<file path="src/rtl/ram_port_arbiter.sv">
// ============================================================================
//  Module      : ram_port_arbiter
//  Description : Shares one dual-port RAM (write port + read port) between
//                requesters A and B using round-robin with bounded bursts.
//  Revision    : 1.0 - initial release
// ============================================================================
`default_nettype none

module ram_port_arbiter #(
    parameter int RAM_WIDTH    = 8,
    parameter int ADDRESS_SIZE = 8,
    parameter int BURST_MAX    = 4
) (
    input  logic                    clk,
    input  logic                    reset,
    input  logic                    a_req,
    input  logic                    a_wr,
    input  logic [ADDRESS_SIZE-1:0] a_addr,
    input  logic [RAM_WIDTH-1:0]    a_wdata,
    output logic                    a_gnt,
    output logic                    a_rvalid,
    output logic [RAM_WIDTH-1:0]    a_rdata,
    input  logic                    b_req,
    input  logic                    b_wr,
    input  logic [ADDRESS_SIZE-1:0] b_addr,
    input  logic [RAM_WIDTH-1:0]    b_wdata,
    output logic                    b_gnt,
    output logic                    b_rvalid,
    output logic [RAM_WIDTH-1:0]    b_rdata,
    output logic                    ram_write_enable,
    output logic [ADDRESS_SIZE-1:0] ram_write_address,
    output logic [RAM_WIDTH-1:0]    ram_data_in,
    output logic                    ram_read_enable,
    output logic [ADDRESS_SIZE-1:0] ram_read_address,
    input  logic [RAM_WIDTH-1:0]    ram_data_out
);

    localparam logic [1:0] c_OWN_NONE = 2'd0;
    localparam logic [1:0] c_OWN_A    = 2'd1;
    localparam logic [1:0] c_OWN_B    = 2'd2;
    localparam logic       c_LAST_A   = 1'b0;
    localparam logic       c_LAST_B   = 1'b1;
    localparam logic [3:0] c_BURST    = 4'(BURST_MAX);
    localparam logic [3:0] c_BEAT_SAT = 4'd15;

    // Port index 0 is the write port, index 1 the read port.
    logic [1:0] w_cand_a;
    logic [1:0] w_cand_b;
    logic [3:0] w_win_all;
    logic [1:0] w_wr_win;
    logic [1:0] w_rd_win;

    assign w_cand_a = {a_req & ~a_wr, a_req & a_wr};
    assign w_cand_b = {b_req & ~b_wr, b_req & b_wr};

    for (genvar p = 0; p < 2; p++) begin : g_port
        logic [1:0] r_owner;
        logic [3:0] r_beat;
        logic       r_last;
        logic [1:0] w_win;

        // Grants are suppressed while reset is held so the RAM sees no traffic.
        always_comb begin
            w_win = c_OWN_NONE;
            if (!reset) begin
                if (w_cand_a[p] && !w_cand_b[p]) begin
                    w_win = c_OWN_A;
                end else if (!w_cand_a[p] && w_cand_b[p]) begin
                    w_win = c_OWN_B;
                end else if (w_cand_a[p] && w_cand_b[p]) begin
                    case (r_owner)
                        c_OWN_A: w_win = (r_beat < c_BURST) ? c_OWN_A : c_OWN_B;
                        c_OWN_B: w_win = (r_beat < c_BURST) ? c_OWN_B : c_OWN_A;
                        default: w_win = (r_last == c_LAST_B) ? c_OWN_A : c_OWN_B;
                    endcase
                end
            end
        end

        always_ff @(posedge clk or posedge reset) begin
            if (reset) begin
                r_owner <= c_OWN_NONE;
                r_beat  <= 4'd0;
                r_last  <= c_LAST_B;
            end else begin
                r_owner <= w_win;
                if (w_win == c_OWN_NONE) begin
                    r_beat <= 4'd0;
                end else if (w_win == r_owner) begin
                    r_beat <= (r_beat == c_BEAT_SAT) ? c_BEAT_SAT : r_beat + 4'd1;
                end else begin
                    r_beat <= 4'd1;
                end
                if (w_win != c_OWN_NONE) begin
                    r_last <= (w_win == c_OWN_B) ? c_LAST_B : c_LAST_A;
                end
            end
        end

        assign w_win_all[2*p +: 2] = w_win;
    end

    assign w_wr_win = w_win_all[1:0];
    assign w_rd_win = w_win_all[3:2];

    assign a_gnt = (w_wr_win == c_OWN_A) || (w_rd_win == c_OWN_A);
    assign b_gnt = (w_wr_win == c_OWN_B) || (w_rd_win == c_OWN_B);

    always_comb begin
        ram_write_enable  = 1'b0;
        ram_write_address = '0;
        ram_data_in       = '0;
        case (w_wr_win)
            c_OWN_A: begin
                ram_write_enable  = 1'b1;
                ram_write_address = a_addr;
                ram_data_in       = a_wdata;
            end
            c_OWN_B: begin
                ram_write_enable  = 1'b1;
                ram_write_address = b_addr;
                ram_data_in       = b_wdata;
            end
            default: ;
        endcase
    end

    always_comb begin
        ram_read_enable  = 1'b0;
        ram_read_address = '0;
        case (w_rd_win)
            c_OWN_A: begin
                ram_read_enable  = 1'b1;
                ram_read_address = a_addr;
            end
            c_OWN_B: begin
                ram_read_enable  = 1'b1;
                ram_read_address = b_addr;
            end
            default: ;
        endcase
    end

    // rvalid lines up with the RAM's registered data_out.
    logic r_a_rvalid;
    logic r_b_rvalid;

    always_ff @(posedge clk or posedge reset) begin
        if (reset) begin
            r_a_rvalid <= 1'b0;
            r_b_rvalid <= 1'b0;
        end else begin
            r_a_rvalid <= (w_rd_win == c_OWN_A);
            r_b_rvalid <= (w_rd_win == c_OWN_B);
        end
    end

    assign a_rvalid = r_a_rvalid;
    assign b_rvalid = r_b_rvalid;
    assign a_rdata  = ram_data_out;
    assign b_rdata  = ram_data_out;

endmodule

`default_nettype wire

</file>
<file path="config.mk">
export PLATFORM = sky130hd
export DESIGN_NAME = ram_port_arbiter
export DESIGN_NICKNAME = d
export VERILOG_FILES = /design/src/rtl/ram_port_arbiter.sv
export SDC_FILE = /design/constraint.sdc
export NUM_CORES = 1
export LEC_CHECK = 0
export BUFFER_PORTS_ARGS = -buffer_cell sky130_fd_sc_hd__buf_2
export CAP_MARGIN = 20
export CORE_ASPECT_RATIO = 0.75
export CORE_MARGIN = 2
export CORE_UTILIZATION = 49
export DETAILED_ROUTE_END_ITERATION = 7
export PLACE_DENSITY = 0.92
export SLEW_MARGIN = 20
export SYNTH_ARGS = -nofsm -noshare
export SYNTH_HDL_FRONTEND = slang
export SYNTH_SLANG_ARGS = --single-unit
</file>
<file path="constraint.sdc">
create_clock -name clk -period 8.2 [get_ports clk]
set_input_delay 1.64 -clock clk [delete_from_list [all_inputs] [get_ports clk]]
set_output_delay 1.64 -clock clk [all_outputs]
set_load 0.1 [all_outputs]
</file>
## After elaboration in Yosys (flattened, before gate mapping)

Index checks and enable logic that the tools add are counted.

| operators by class | value |
|---|---|
| bitwise logic cells | 6 |
| multiplexer cells | 29 |
| order comparisons | 2 |
| eq/ne operators | 12 |
| add/sub/neg operators | 2 |
| reduce and logical (&&, ||, !) cells | 18 |

Operators by type and width:

| kind | count |
|---|---|
| case mux 8 bit (2 select lines) | 3 |
| two-way mux 2 bit | 14 |
| two-way mux 4 bit | 6 |
| adder 4 x 1 -> 4 bit (second input constant) | 2 |
| equality test 2 x 1 -> 1 bit (second input constant) | 4 |
| equality test 2 bit (second input constant) | 4 |
| equality test 4 bit (second input constant) | 2 |
| < comparator 4 x 3 -> 1 bit (second input constant) | 2 |
| case mux 2 bit (2 select lines) | 2 |
| logical AND 1 bit | 6 |
| AND 1 bit | 4 |
| equality test 2 bit | 2 |
| logical NOT 1 bit | 4 |
| logical NOT 2 bit | 2 |
| two-way mux 1 bit | 4 |
| nonzero test 2 bit | 2 |
| OR reduction 2 bit | 2 |
| logical OR 1 bit | 2 |
| inverter 1 bit | 2 |

| word-level totals | value |
|---|---|
| register bits after elaboration | 16 |
| output and inout port bits | 46 |
| bits of input ports | 46 |
| word-level logic and storage cells | 77 |

## Logic depth before layout (Yosys ltp)

| logic depth | value |
|---|---|
| depth after elaboration | 10 |
| mapped depth | 11 |
| mapped depth without buffers | 11 |

## Least setup slack after synthesis

OpenSTA, ideal clock, no wires.

| path | value |
|---|---|
| path type | in2out |
| from | in reset |
| to | out ram_read_address[0] |
| data arrival time | 5,006 ps |
| setup slack | 1,554 ps |
| stages on the path | 6 |
| required time | 6,560 ps |
| path buffers | 0 |
| cells stage by stage | inv_1 > nand2_1 > a211oi_1 > inv_1 > ha_1 > nor2b_1 |

| between the ends | value |
|---|---|
| cells in the longest elaborated chain, start to end | 3 |
| elaborated cells between the ends (all ways) | 4 |
| those cells by class | 2 x eq/ne; 2 x mux |

Ends and longest elaborated chain:

| what | line | source |
|---|---|---|
| from (decl) | 15 | `input logic reset,` |
| two-way mux 2 bit * | 65 | `if (!reset) begin` |
| named net g_port[1].w_win[1] | 60 | `logic [1:0] w_win;` |
| equality test 2 bit / equality test 2 x 1 -> 1 bit (equally long branches) | 131 | `case (w_rd_win)` |
| case mux 8 bit (2 select lines) * | 131 |  |
| to (decl) | 34 | `output logic [ADDRESS_SIZE-1:0] ram_read_address,` |

Mark *: on every way through the listed nets, which the timed path passes. The rest lies on a longest branch.

## Worst setup path in the final report

| path | value |
|---|---|
| from | in reset |
| to | out ram_read_address[7] |

The elaborated chain is that of the path after synthesis.

==> results_dict.tcl <==
set metrics [dict create \
    cp.arrival_ps 4190 \
    slew_viol_final 0 \
    cts_resized 0 \
    synth_top_area_share_pct 20.8 \
    timing.fmax_ghz 0.172 \
    ant_nets 0 \
    dr.pass1.iters 4 \
    drt-vias-per-instance 5.83 \
    cts_sinks 16 \
    critPathMostFrequentCell "buf_2" \
    grt_max_degree 18 \
    outcome "complete, no violations" \
    layout-drive-gt1-share_pct 34.7 \
    min_period_ps 5830 \
    setup_slack_ps 2370 \
    synth_fa_ha_area_share_pct 9.68 \
    syn_inst 198 \
    cts_hold_buffers 0 \
    synth_area_um2 1680 \
    initialDrtViolationCount 187 \
    hold_depth 1 \
    p_total_mw 0.235 \
    synthSimpleGateAreaFrac_pct 24.7 \
    multiInputGateArea_um2 1060 \
    areaGrowthSynthToFinish_pct 15.6 \
    syn_area_per_cell_um2 8.49 \
    cts_tree "done" \
    startpoint_type "input pin" \
    die_height_um 54.7 \
    clk_pin_slew_ps 60 \
    ys_ff_latch 16 \
    tightest_slew_ps 612 \
    finClkSkew_ps 2.50 \
    diodes 0 \
    drc 0 \
    avgRoutedWirePerCell_um 14.2 \
    fillerInstances 287 \
    top_level_ports 92 \
    p_leak_nw 0.944 \
    synth_top_family_by_area "compound AO/OA/AOI/OAI gates" \
    setup_viol 0 \
    max_stage_delay_ps 510 \
    nets 303 \
    synthMuxAreaShare_pct 2.01 \
    syn_nets 257 \
    yosys_warnings 0 \
    maxCapViolCount 0 \
    clock_latency_ps 250 \
    cts_buffers 3 \
    overflow 0 \
    track_usage_pct 21.1 \
    die_width_um 71.6 \
    synth-compound-area-share_pct 26.9 \
    routed_wl_mm 4.00 \
    peakVddDrop_uv 61.7 \
    fin_crit_sh_pct 71.1 \
    rsz0062_at_grt "no" \
    crit_fanout 17 \
    crit_slowest_cell "a211oi_1" \
    grt_pass1_wl_mm 6.45 \
    post_cts_buffers 0 \
    post-dp-hpwl_mm 3.19 \
    die_area_um2 3920 \
    cts_max_path_buffers 2 \
    rows 18 \
    worst_setup_path_end_kind "primary output" \
    synth_flop_cell "dfrtp_1" \
    dp_slack_ps 2360 \
    async_reset_ff_share_pct 100 \
    stdcell_count 282 \
    cts-root-buf "clkbuf_8" \
    place_inst 279 \
    synth_edf_count 0 \
    path_cells "buf_2 -> inv_1 -> nand2_1 -> a211oi_1 -> ha_1 -> a22oi_1 -> nor2b_1 -> buf_2" \
    initial_utilization_pct 51.1 \
    slew_headroom_pct 59.1 \
    io_buffers 67 \
    required_ps 6560 \
    synth_cell_types 45 \
    critical_path_class "input pin to primary output" \
    h-tree-depth 1 \
    hold_class "register to register" \
    grt_pass1_vias 1488 \
    ff_latch_area_um2 403 \
    core_um2 3290 \
    rr_worst_depth 10 \
    synth_xor_area_share_pct 0 \
    hold_viol_final 0 \
    routabilityCongestion 0.889 \
    antenna_found_initial 0 \
    yosysSeqAreaShare_pct 24.0 \
    powerDensity_nw_per_um2 121 \
    setup_tns_ps 0 \
    via_count 1643 \
    synth_largest_area_cell "dfrtp_1" \
    synthTopCellsByArea "dfrtp_1, a22oi_1, ha_1" \
]
==> routing by layer <==
layer	vias to the layer above	wire length [um]	share of wire (%)	GRT usage, %
li1	788	-	-	-
met1	763	1720	43	27.1
met2	85	1830	46	35.3
met3	7	380	9.5	4.97
met4	0	67	1.7	7.55
met5	-	0	0	0
==> power breakdown <==
| part | total [mW] | internal [mW] | switching [mW] | leakage [nW] |
|---|---|---|---|---|
| logic | 0.0902 | 0.0281 | 0.0621 | 0.711 |
| registers | 0.0869 | 0.0833 | 0.00352 | 0.212 |
| clock network | 0.0577 | 0.0326 | 0.0251 | 0.0216 |
| total | 0.235 | 0.144 | 0.0907 | 0.944 |
==> final timing paths <==
check	end	slack, ps	startpoint
worst min register to register	g_port[1].r_beat[0]	520	g_port[1].r_beat[0]
worst max-delay path	ram_read_address[7]	2370	reset
worst max register to register	g_port[1].r_beat[3]	5230	g_port[1].r_owner[1]
min in group asynchronous	g_port[1].r_beat[2]	1520	reset
max in group asynchronous	g_port[1].r_owner[1]	6280	reset
worst min-delay path	g_port[1].r_beat[0]	520	g_port[1].r_beat[0]
==> cells in the final DEF, fill, tap and decap left out, drive strengths merged, types with 2 or more instances in the layout <==
cell type and n:
buf 67, nor2b 25, a22oi 24, dfrtp 14
ha 13, inv 13, a21oi 7, nor2 6
nand3 5, nand2b 4, nand2 4, o21a 4
o211a 4, nor3 4, a31oi 4, nor3b 4
a211oi 3, nand3b 3, mux2 3, and3 3
clkbuf 3, and2 3, a211o 3, or2 3
a21o 2, nor4 2, dfstp 2
==> flip-flops by register name, summed over array words and instances (netlist names) <==
register	count
g_port.r_beat	8
b_rvalid	1
a_rvalid	1
g_port.r_owner	4
g_port.r_last	2
==> critical path, delay by kind of cell <==
family	cells	cell delay [ps]
buf+inv	3	1040
fa+ha+maj	1	460
compound gates	2	660
simple gates	2	370
==> synthesized netlist by cell type, types with 3 or more instances <==
| library cell | count |
|---|---|
| nor2b_1 | 25 |
| a22oi_1 | 24 |
| buf_4 | 16 |
| dfrtp_1 | 14 |
| ha_1 | 13 |
| inv_1 | 12 |
| clkbuf_1 | 8 |
| a21oi_1 | 6 |
| nor2_1 | 6 |
| nand3_1 | 5 |
| a31oi_1 | 4 |
| nand2_1 | 4 |
| nand2b_1 | 4 |
| nor3_1 | 4 |
| o211a_1 | 4 |
| o21a_1 | 4 |
| a211oi_1 | 3 |
| and3_1 | 3 |
| mux2_2 | 3 |
| nand3b_1 | 3 |
| nor3b_1 | 3 |
==> through the flow <==
step / hold slack (ps) / cell area, um2 / utilization, %
after floorplan: 480 / 1680 / -
after detailed placement: 518 / 1900 / 57.8
after CTS: 527 / 1940 / 59.1
after global routing: 538 / 1940 / 59.1
final: 520 / 1940 / 59.1
after global placement: 506 / 1900 / 57.8
==> area by class of cell <==
cell class	count	area share, %
Tap cell	40	2.58
Inverter	13	2.51
Clock buffer	3	2.13
Multi-Input combinational cell	143	54.8
Sequential cell	16	20.7
Timing Repair Buffer	67	17.3
==> kinds of logic after synthesis <==
family,after synthesis
AO/OA/AOI/OAI,58
flip-flops,16
multiplexers,3
buffers and inverters,39
adder cells (fa/ha/maj),13
AND/OR/NAND/NOR,69
Power figures use the tool's default switching activity.
